--- config.mk ---
export PLATFORM = sky130hd
export DESIGN_NAME = mux4_serializer_ctrl
export DESIGN_NICKNAME = d
export VERILOG_FILES = /design/src/rtl/mux4_serializer_ctrl.sv
export SDC_FILE = /design/constraint.sdc
export NUM_CORES = 1
export LEC_CHECK = 0
export ABC_AREA = 1
export CORE_UTILIZATION = 42
export DETAILED_ROUTE_END_ITERATION = 10
export PLACE_DENSITY = 0.73
export SLEW_MARGIN = 20
export SYNTH_ARGS = -nofsm -noshare
export SYNTH_HDL_FRONTEND = slang
export SYNTH_SLANG_ARGS = --single-unit
--- constraint.sdc ---
create_clock -name clk -period 1.3 [get_ports clk]
set_clock_uncertainty 0.15 [all_clocks]
set_input_delay 0.195 -clock clk [delete_from_list [all_inputs] [get_ports clk]]
set_output_delay 0.195 -clock clk [all_outputs]
set_load 0.005 [all_outputs]
--- src/rtl/mux4_serializer_ctrl.sv ---
// Sequencer for an external 4:1 bit-select mux: latches a 4-bit word, steps the
// mux select through all positions and streams the sampled bits over valid/ready/last.
module mux4_serializer_ctrl #(
  parameter bit          MSB_FIRST = 1'b0,
  parameter int unsigned GAP       = 0
) (
  input  logic       clk,
  input  logic       rst_n,
  input  logic       in_valid,
  input  logic [3:0] in_data,
  output logic       in_ready,
  output logic [3:0] mux_d,
  output logic [1:0] mux_s,
  input  logic       mux_a,
  output logic       ser_valid,
  output logic       ser_bit,
  output logic       ser_last,
  input  logic       ser_ready,
  output logic       busy
);

  typedef enum logic [1:0] {
    IDLE  = 2'd0,
    DRIVE = 2'd1,
    HOLD  = 2'd2,
    WAIT  = 2'd3
  } state_t;

  localparam logic [1:0] FIRST_SEL = MSB_FIRST ? 2'd3 : 2'd0;
  localparam logic [3:0] GAP_LOAD  = 4'(GAP);

  state_t     state_q, state_d;
  logic [3:0] mux_d_q, mux_d_d;
  logic [1:0] mux_s_q, mux_s_d;
  logic [1:0] idx_q, idx_d;
  logic [3:0] gap_q, gap_d;
  logic       ser_valid_q, ser_valid_d;
  logic       ser_bit_q, ser_bit_d;
  logic       ser_last_q, ser_last_d;

  always_ff @(posedge clk or negedge rst_n) begin
    if (!rst_n) begin
      state_q     <= IDLE;
      mux_d_q     <= '0;
      mux_s_q     <= '0;
      idx_q       <= '0;
      gap_q       <= '0;
      ser_valid_q <= 1'b0;
      ser_bit_q   <= 1'b0;
      ser_last_q  <= 1'b0;
    end else begin
      state_q     <= state_d;
      mux_d_q     <= mux_d_d;
      mux_s_q     <= mux_s_d;
      idx_q       <= idx_d;
      gap_q       <= gap_d;
      ser_valid_q <= ser_valid_d;
      ser_bit_q   <= ser_bit_d;
      ser_last_q  <= ser_last_d;
    end
  end

  always_comb begin
    state_d     = state_q;
    mux_d_d     = mux_d_q;
    mux_s_d     = mux_s_q;
    idx_d       = idx_q;
    gap_d       = gap_q;
    ser_valid_d = ser_valid_q;
    ser_bit_d   = ser_bit_q;
    ser_last_d  = ser_last_q;

    unique case (state_q)
      IDLE: begin
        if (in_valid) begin
          mux_d_d = in_data;
          mux_s_d = FIRST_SEL;
          idx_d   = '0;
          state_d = DRIVE;
        end
      end
      DRIVE: begin
        // mux_d/mux_s have been stable for this whole cycle, so mux_a is settled
        ser_bit_d   = mux_a;
        ser_valid_d = 1'b1;
        ser_last_d  = (idx_q == 2'd3);
        state_d     = HOLD;
      end
      HOLD: begin
        if (ser_ready) begin
          ser_valid_d = 1'b0;
          ser_last_d  = 1'b0;
          if (idx_q == 2'd3) begin
            state_d = IDLE;
          end else begin
            idx_d   = idx_q + 2'd1;
            mux_s_d = MSB_FIRST ? (mux_s_q - 2'd1) : (mux_s_q + 2'd1);
            if (GAP == 0) begin
              state_d = DRIVE;
            end else begin
              gap_d   = GAP_LOAD;
              state_d = WAIT;
            end
          end
        end
      end
      WAIT: begin
        gap_d = gap_q - 4'd1;
        if (gap_q == 4'd1) begin
          state_d = DRIVE;
        end
      end
      default: state_d = IDLE;
    endcase
  end

  assign busy      = (state_q != IDLE);
  assign in_ready  = !busy;
  assign mux_d     = mux_d_q;
  assign mux_s     = mux_s_q;
  assign ser_valid = ser_valid_q;
  assign ser_bit   = ser_bit_q;
  assign ser_last  = ser_last_q;

endmodule

==> key figures, run 1 <==
Floorplanning
  • FP Rows: 15
  • Initial Util: 0.4560
  • IO Count: 20
  • Die span in x: 45.77 microns
  • Core area: 0.001764 sq mm
  • Chip height: 45.77 microns
  • Die ar.: 0.002094 sq mm

Synthesis
  • Post-synth cell types: 20
  • Async set or reset register ratio after synthesis: 1.000
  • Syn Area/Cell: 8.841 sq um
  • Post-synth top cells: nand2_1 (31), dfrtp_1 (17), nor2_1 (8)
  • Mapped cell area: 804.5 sq um
  • Top FF cell, synth: dfrtp_1
  • Area leader, netlist: dfrtp_1
  • Synth Net Count: 103
  • Synth Instances: 91
  • Top-count cell post-synth: nand2_1
  • Yosys top cell area share: 0.5288
  • Synth area leaders: dfrtp_1 (53%), nand2_1 (14%), ha_1 (4.7%)
  • Register area share after synthesis: 0.5288
  • EDFF count, synth: 0
  • Flops & latches, synth: 17
  • Synth warn: 0

CTS
  • Clk Latency, worst-skew pair: 0.30 ns
  • CTS Hold Bufs: 0
  • Clk buf depth: 2
  • CTS buffer count: 3
  • TritonCTS clock tree: built
  • Root buffer cell: clkbuf_4
  • Clk sinks: 17
  • # H-tree levels: 1
  • CTS clk-pin slew, worst paths: 0.10 ns

Finish
  • Synthesis-to-layout area growth: 61.90%
  • # diodes: 0
  • Design Area, Final: 0.001303 sq mm
  • Final core utilization: 0.7383
  • Fin nets: 146
  • Share of layout cells above drive strength 1: 0.3534
  • FILL cells: 134

Setup path
  • CP startpoint kind: register
  • CP required: 0.95 ns
  • Crit path max fanout: 2
  • Flop2flop setup slack: -0.10 ns
  • Worst Path Arrival: 1.10 ns
  • Setup crit end kind: output port
  • Crit Path Class: reg2out

Flow run
  • Max_cap viols: 0

Global routing
  • Initial antenna violation count: 0
  • GR Overflow Total: 0
  • Number of global-route vias before repair: 634
  • All-Layer GR Usage: 0.1747
  • Global-route wire length before repair: 2.504 mm
  • Largest net degree at the start of global routing: 18

STA
  • Setup WS post-layout: -0.1472 ns
  • Fin crit share: 1.113
  • RSZ-0062 raised after global routing: true
  • Final hold viol count: 0
  • Max_slew headroom: 0.8567
  • Setup tns final: -0.7638 ns
  • Worst slew pin tran: 0.2150 ns
  • Max-slew violation count: 0
  • Minimum clock period: 1.447 ns
  • FMAX: 691.0 MHz
  • Hold slack final: 0.05860 ns
  • Final Setup Violations: 10

Power
  • Power, Total: 2.999 mW
  • Power per cell area: 2302 mW/mm^2
  • Leakage power: 0.6527 nW
  • VDD IR max: 1.311 mV

Drt
  • Vias per cell: 4.835
  • # DRC: 0
  • 1st-pass router iterations: 4
  • Via count: 764
  • Starting DRT DRC Count: 18
  • DRT antenna net count: 0
  • Wire per inst: 11.83 microns
  • WL final: 1.869 mm

Run status
  • Status: finished with violations
  • Failing checks: setup timing

Place
  • Dpl hpwl: 1.182 mm
  • PortBufs: 19
  • Area after DPL: 0.001101 sq mm
  • Global placer's final weighted congestion: 0.7947

Worst hold path
  • Worst Hold Class: in2async
## registers in the layout, summed over array words and instances (netlist names)
name       count
gap_q          4
idx_q          2
mux_d          4
mux_s          2
ser_bit        1
ser_last       1
ser_valid      1
state_q        2
## placed cells by master, fill, tap and decap left out, types with 2 or more instances in the layout
cell type        Yosys  final
inv_1                7      5
dfrtp_1             17     17
inv_2                2      3
clkbuf_4             0      3
nand3_1              6      5
nand2_4              1      2
clkdlybuf4s50_1      0      8
nor2_2               1      2
nor2_4               1      2
nor2_1               8      6
nand2_2              1      5
buf_4                1     16
nand2_1             31     25
clkdlybuf4s15_1      0      9
xnor2_1              3      3
buf_6                0      5
nand3_4              0      2
ha_1                 3      2
## layer usage
layer | track usage | routed length, microns | vias to the layer above
met4 | 0.08824 | 35 | 0
met2 | 0.2886 | 935 | 33
met1 | 0.2025 | 749 | 358
li1 | - | - | 368
met5 | 0 | 0 | -
met3 | 0.05556 | 149 | 5
## cells by family after synthesis
logic type                 synth area share
and+or+nand+nor                      0.3048
adders and majority gates           0.04666
xor gates and xnor gates            0.04355
DFF                                  0.5288
AOI/OAI and AO/OA                   0.02487
buffers and inverters               0.05133
## worst paths after layout
path / start / end / cells after the start
setup / recovery: state_q[0]$_DFFE_PN0P_ / busy / 4
hold / removal: rst_n / gap_q[0]$_DFFE_PN0N_ / 2
setup reg to reg: state_q[0]$_DFFE_PN0P_ / mux_s[0]$_DFFE_PN0P_ / 8
hold reg to reg: mux_d[2]$_DFFE_PN0P_ / mux_d[2]$_DFFE_PN0P_ / 2
max in group asynchronous: rst_n / idx_q[0]$_DFFE_PN0P_ / 2
min in group clk: mux_a / ser_bit$_DFFE_PN0P_ / 3
## report_power, final
part	internal (mW)	switching [mW]	leakage, nW	total [mW]
registers	0.767	0.166	0.213	0.933
logic	0.915	0.868	0.425	1.78
clock network	0.120	0.163	0.0150	0.283
total	1.80	1.20	0.653	3.00
## stage by stage
stage	cells	setup slack, ns
3_5_place_dp	145	-0.09912
4_1_cts	154	-0.1968
2_1_floorplan	91	0.004842
5_1_grt	158	-0.1950
6_report	158	-0.1472
3_3_place_gp	145	-0.08556
## worst max-delay path: stages, from the launching register on
cell and delay (ns):
dfrtp_1 0.43, nor2_4 0.14, buf_6 0.10, inv_2 0.03, buf_6 0.10
## what timing repair did
action / in CTS / in global routing
setup endpoints to repair: 15 / 24
hold endpoints to repair: 0 / 0
pin swaps: 5 / 11
setup buffers: 5 / 6
resized for setup: 24 / 32
## layout make-up
class                      count  area [sq um]  area share
multi-input combinational     64         419.2      0.3218
clock buffer                   4         26.28     0.02017
tap                           25         31.28     0.02402
sequential                    17         425.4      0.3266
timing repair buffer          39         361.6      0.2776
inverter                       9         38.79     0.02978
(Power assumes the default switching activity.)
==> run 2: changes to the inputs <==
- CTS_CLUSTER_DIAMETER: default -> 120
==> results of run 2 <==
Same layout as run 1: the final DEF is identical, and so are final timing and power.
==> run 3: changes to the inputs <==
- CORE_MARGIN: default -> 2
==> run 3 against run 2 <==
Against the previous run:
- worst setup slack improved by 0.0034 ns
- worst hold slack improved by 0.011 ns
- non-clock buffer count fell by 5
- critical path depth did not move
- critical endpoint unchanged
- critical path type unchanged
- sequential share of layout area rose by 1.9 points
- clock power fell by 1%
- utilization fell by 4.1 points
- first-iteration DRC count fell by 89%
- sequential power fell by 1%
- the run still ends with setup timing left
- combinational power fell by 12%
==> key figures, run 3 (synthesis results as in run 1) <==
Drt
  • # DRC: 0 (unchanged)
  • Starting DRT DRC Count: 2 (was 18)
  • Wire per inst: 11.41 microns (was 11.83 microns)
  • DRT antenna net count: 0 (unchanged)
  • Via count: 717 (was 764)
  • 1st-pass router iterations: 2 (was 4)
  • WL final: 1.746 mm (was 1.869 mm)
  • Vias per cell: 4.686 (was 4.835)

Floorplanning
  • Die span in x: 47.77 microns (was 45.77 microns)
  • IO Count: 20 (unchanged)
  • Chip height: 47.77 microns (was 45.77 microns)
  • Initial Util: 0.4560 (unchanged)
  • Core area: 0.001764 sq mm (unchanged)
  • FP Rows: 15 (unchanged)
  • Die ar.: 0.002282 sq mm (was 0.002094 sq mm)

STA
  • FMAX: 692.6 MHz (was 691.0 MHz)
  • Worst slew pin tran: 0.2085 ns (was 0.2150 ns)
  • Fin crit share: 1.111 (was 1.113)
  • Setup WS post-layout: -0.1438 ns (was -0.1472 ns)
  • Max-slew violation count: 0 (unchanged)
  • Max_slew headroom: 0.8610 (was 0.8567)
  • Minimum clock period: 1.444 ns (was 1.447 ns)
  • Final Setup Violations: 5 (was 10)
  • Final hold viol count: 0 (unchanged)
  • RSZ-0062 raised after global routing: true (unchanged)

Setup path
  • Worst Path Arrival: 1.10 ns (about the same)
  • CP startpoint kind: register (unchanged)
  • CP required: 0.95 ns (about the same)
  • Crit Path Class: reg2out (unchanged)
  • Crit path max fanout: 3 (was 2)
  • Setup crit end kind: output port (unchanged)

Power
  • Leakage power: 0.6302 nW (was 0.6527 nW)
  • Sequential share of power: 0.334 (was 0.311)
  • Clock network power share: 0.101 (was 0.094)
  • Power per cell area: 2244 mW/mm^2 (was 2302 mW/mm^2)
  • Comb pwr share: 0.565 (was 0.595)
  • Cell internal pwr: 1.659 mW (was 1.801 mW)
  • Sw Share: 0.3990 (was 0.3992)
  • VDD IR max: 1.323 mV (was 1.311 mV)
  • Power, Total: 2.760 mW (was 2.999 mW)
  • P_sw: 1.101 mW (was 1.197 mW)

Run status
  • Failing checks: setup timing (unchanged)
  • Status: finished with violations (unchanged)

CTS
  • Clk sinks: 17 (unchanged)
  • TritonCTS clock tree: built (unchanged)
  • Root buffer cell: clkbuf_4 (unchanged)
  • Clk Latency, worst-skew pair: 0.29 ns (was 0.30 ns)
  • # H-tree levels: 1 (unchanged)
  • Clk buf depth: 2 (unchanged)
  • CTS clk-pin slew, worst paths: 0.09 ns (was 0.10 ns)
  • CTS buffer count: 3 (unchanged)
  • CTS Hold Bufs: 0 (unchanged)

Flow run
  • Max_cap viols: 0 (unchanged)

Global routing
  • All-Layer GR Usage: 0.1767 (was 0.1747)
  • Largest net degree at the start of global routing: 18 (unchanged)
  • Global-route wire length before repair: 2.746 mm (was 2.504 mm)
  • GR Overflow Total: 0 (unchanged)
  • Number of global-route vias before repair: 689 (was 634)
  • Initial antenna violation count: 0 (unchanged)

Finish
  • Reg area: 425.4 sq um (unchanged)
  • # diodes: 0 (unchanged)
  • FILL cells: 151 (was 134)
  • Commonest non-fill, non-tap cell in the layout: nand2_1 (unchanged)
  • Fin nets: 141 (was 146)
  • Commonest non-fill, non-tap cells in the layout: nand2_1 (28), dfrtp_1 (17), buf_4 (13) (was nand2_1 (25), dfrtp_1 (17), buf_4 (16))
  • Multi-input logic area: 394.1 sq um (was 419.2 sq um)
  • Share of layout cells above drive strength 1: 0.2734 (was 0.3534)
  • Synthesis-to-layout area growth: 52.88% (was 61.90%)

Place
  • Place WS: -0.09232 ns (was -0.09912 ns)
  • Dpl hpwl: 1.196 mm (was 1.182 mm)
  • Global placer's final weighted congestion: 0.6654 (was 0.7947)
  • PortBufs: 19 (unchanged)

Worst hold path
  • Worst Hold Class: in2async (unchanged)
## run 3: cell types whose count changed in the layout (fill, tap and decap cells not counted), moves of 2 or more
cell     before  now
buf_4        16   13
inv_2         3    0
nand2_1      25   28
nand2_2       5    2
inv_1         5    7
inv_4         0    2
nor2_1        6    8
nor2_2        2    0
## run 3: layer usage
layer	GRT usage	vias to the layer above	routed length [microns]
met5	0	-	0
li1	-	357	-
met3	0.03019	5	80
met2	0.3147	21	904
met1	0.1981	334	715
met4	0.09730	0	46
## run 3: critical path, stage by stage, from the launching register on
cell	delay, ns
dfrtp_1	0.42
nor2_4	0.14
buf_6	0.12
inv_4	0.03
buf_6	0.10
## run 3: stage by stage
stage                     instances  setup TNS (ns)    util  cell area, sq um  hold slack (ns)
after CTS                       152         -0.2164  0.6766              1194          0.07474
final                           153         -0.2826  0.6972              1230          0.07008
after global routing            153         -0.7317  0.6972              1230          0.07124
after floorplan                  91               0       -             804.5          -0.2506
after global placement          144         -0.3309  0.6199              1094           0.3058
after detailed placement        144         -0.5737  0.6199              1094           0.3086
## run 3: what timing repair did
action,CTS,global route
gates cloned,0,0
pin swaps,6,5
resized for setup,30,14
setup buffers,6,3
setup endpoints to repair,15,23
## run 3: power groups by stage
stage | combinational, mW | clock (mW) | sequential [mW]
2_1_floorplan | 0.694 | 0 | 0.936
5_1_grt | 1.74 | 0.317 | 0.950
3_5_place_dp | 1.31 | 0 | 0.933
6_report | 1.56 | 0.279 | 0.923
3_3_place_gp | 1.26 | 0 | 0.925
4_1_cts | 1.47 | 0.286 | 0.918
## run 3: final cells by class
type | instances | area share
flip-flops and latches | 17 | 0.3459
multi-input cells | 64 | 0.3204
repair buffers | 34 | 0.2543
inverters | 9 | 0.03154
well taps | 25 | 0.02543
clock buffers | 3 | 0.01831
clock inverters | 1 | 0.004069
## run 3: worst paths after layout
check	startpoint	end	slack, ns	cells past startpoint
setup / recovery	state_q[0]$_DFFE_PN0P_	busy	-0.14	4
hold / removal	rst_n	state_q[1]$_DFFE_PN0P_	0.07	2
setup reg to reg	state_q[1]$_DFFE_PN0P_	mux_s[0]$_DFFE_PN0P_	-0.03	6
hold reg to reg	mux_d[0]$_DFFE_PN0P_	mux_d[0]$_DFFE_PN0P_	0.33	2
max in group asynchronous	rst_n	ser_bit$_DFFE_PN0P_	0.75	2
min in group clk	mux_a	ser_bit$_DFFE_PN0P_	0.29	3
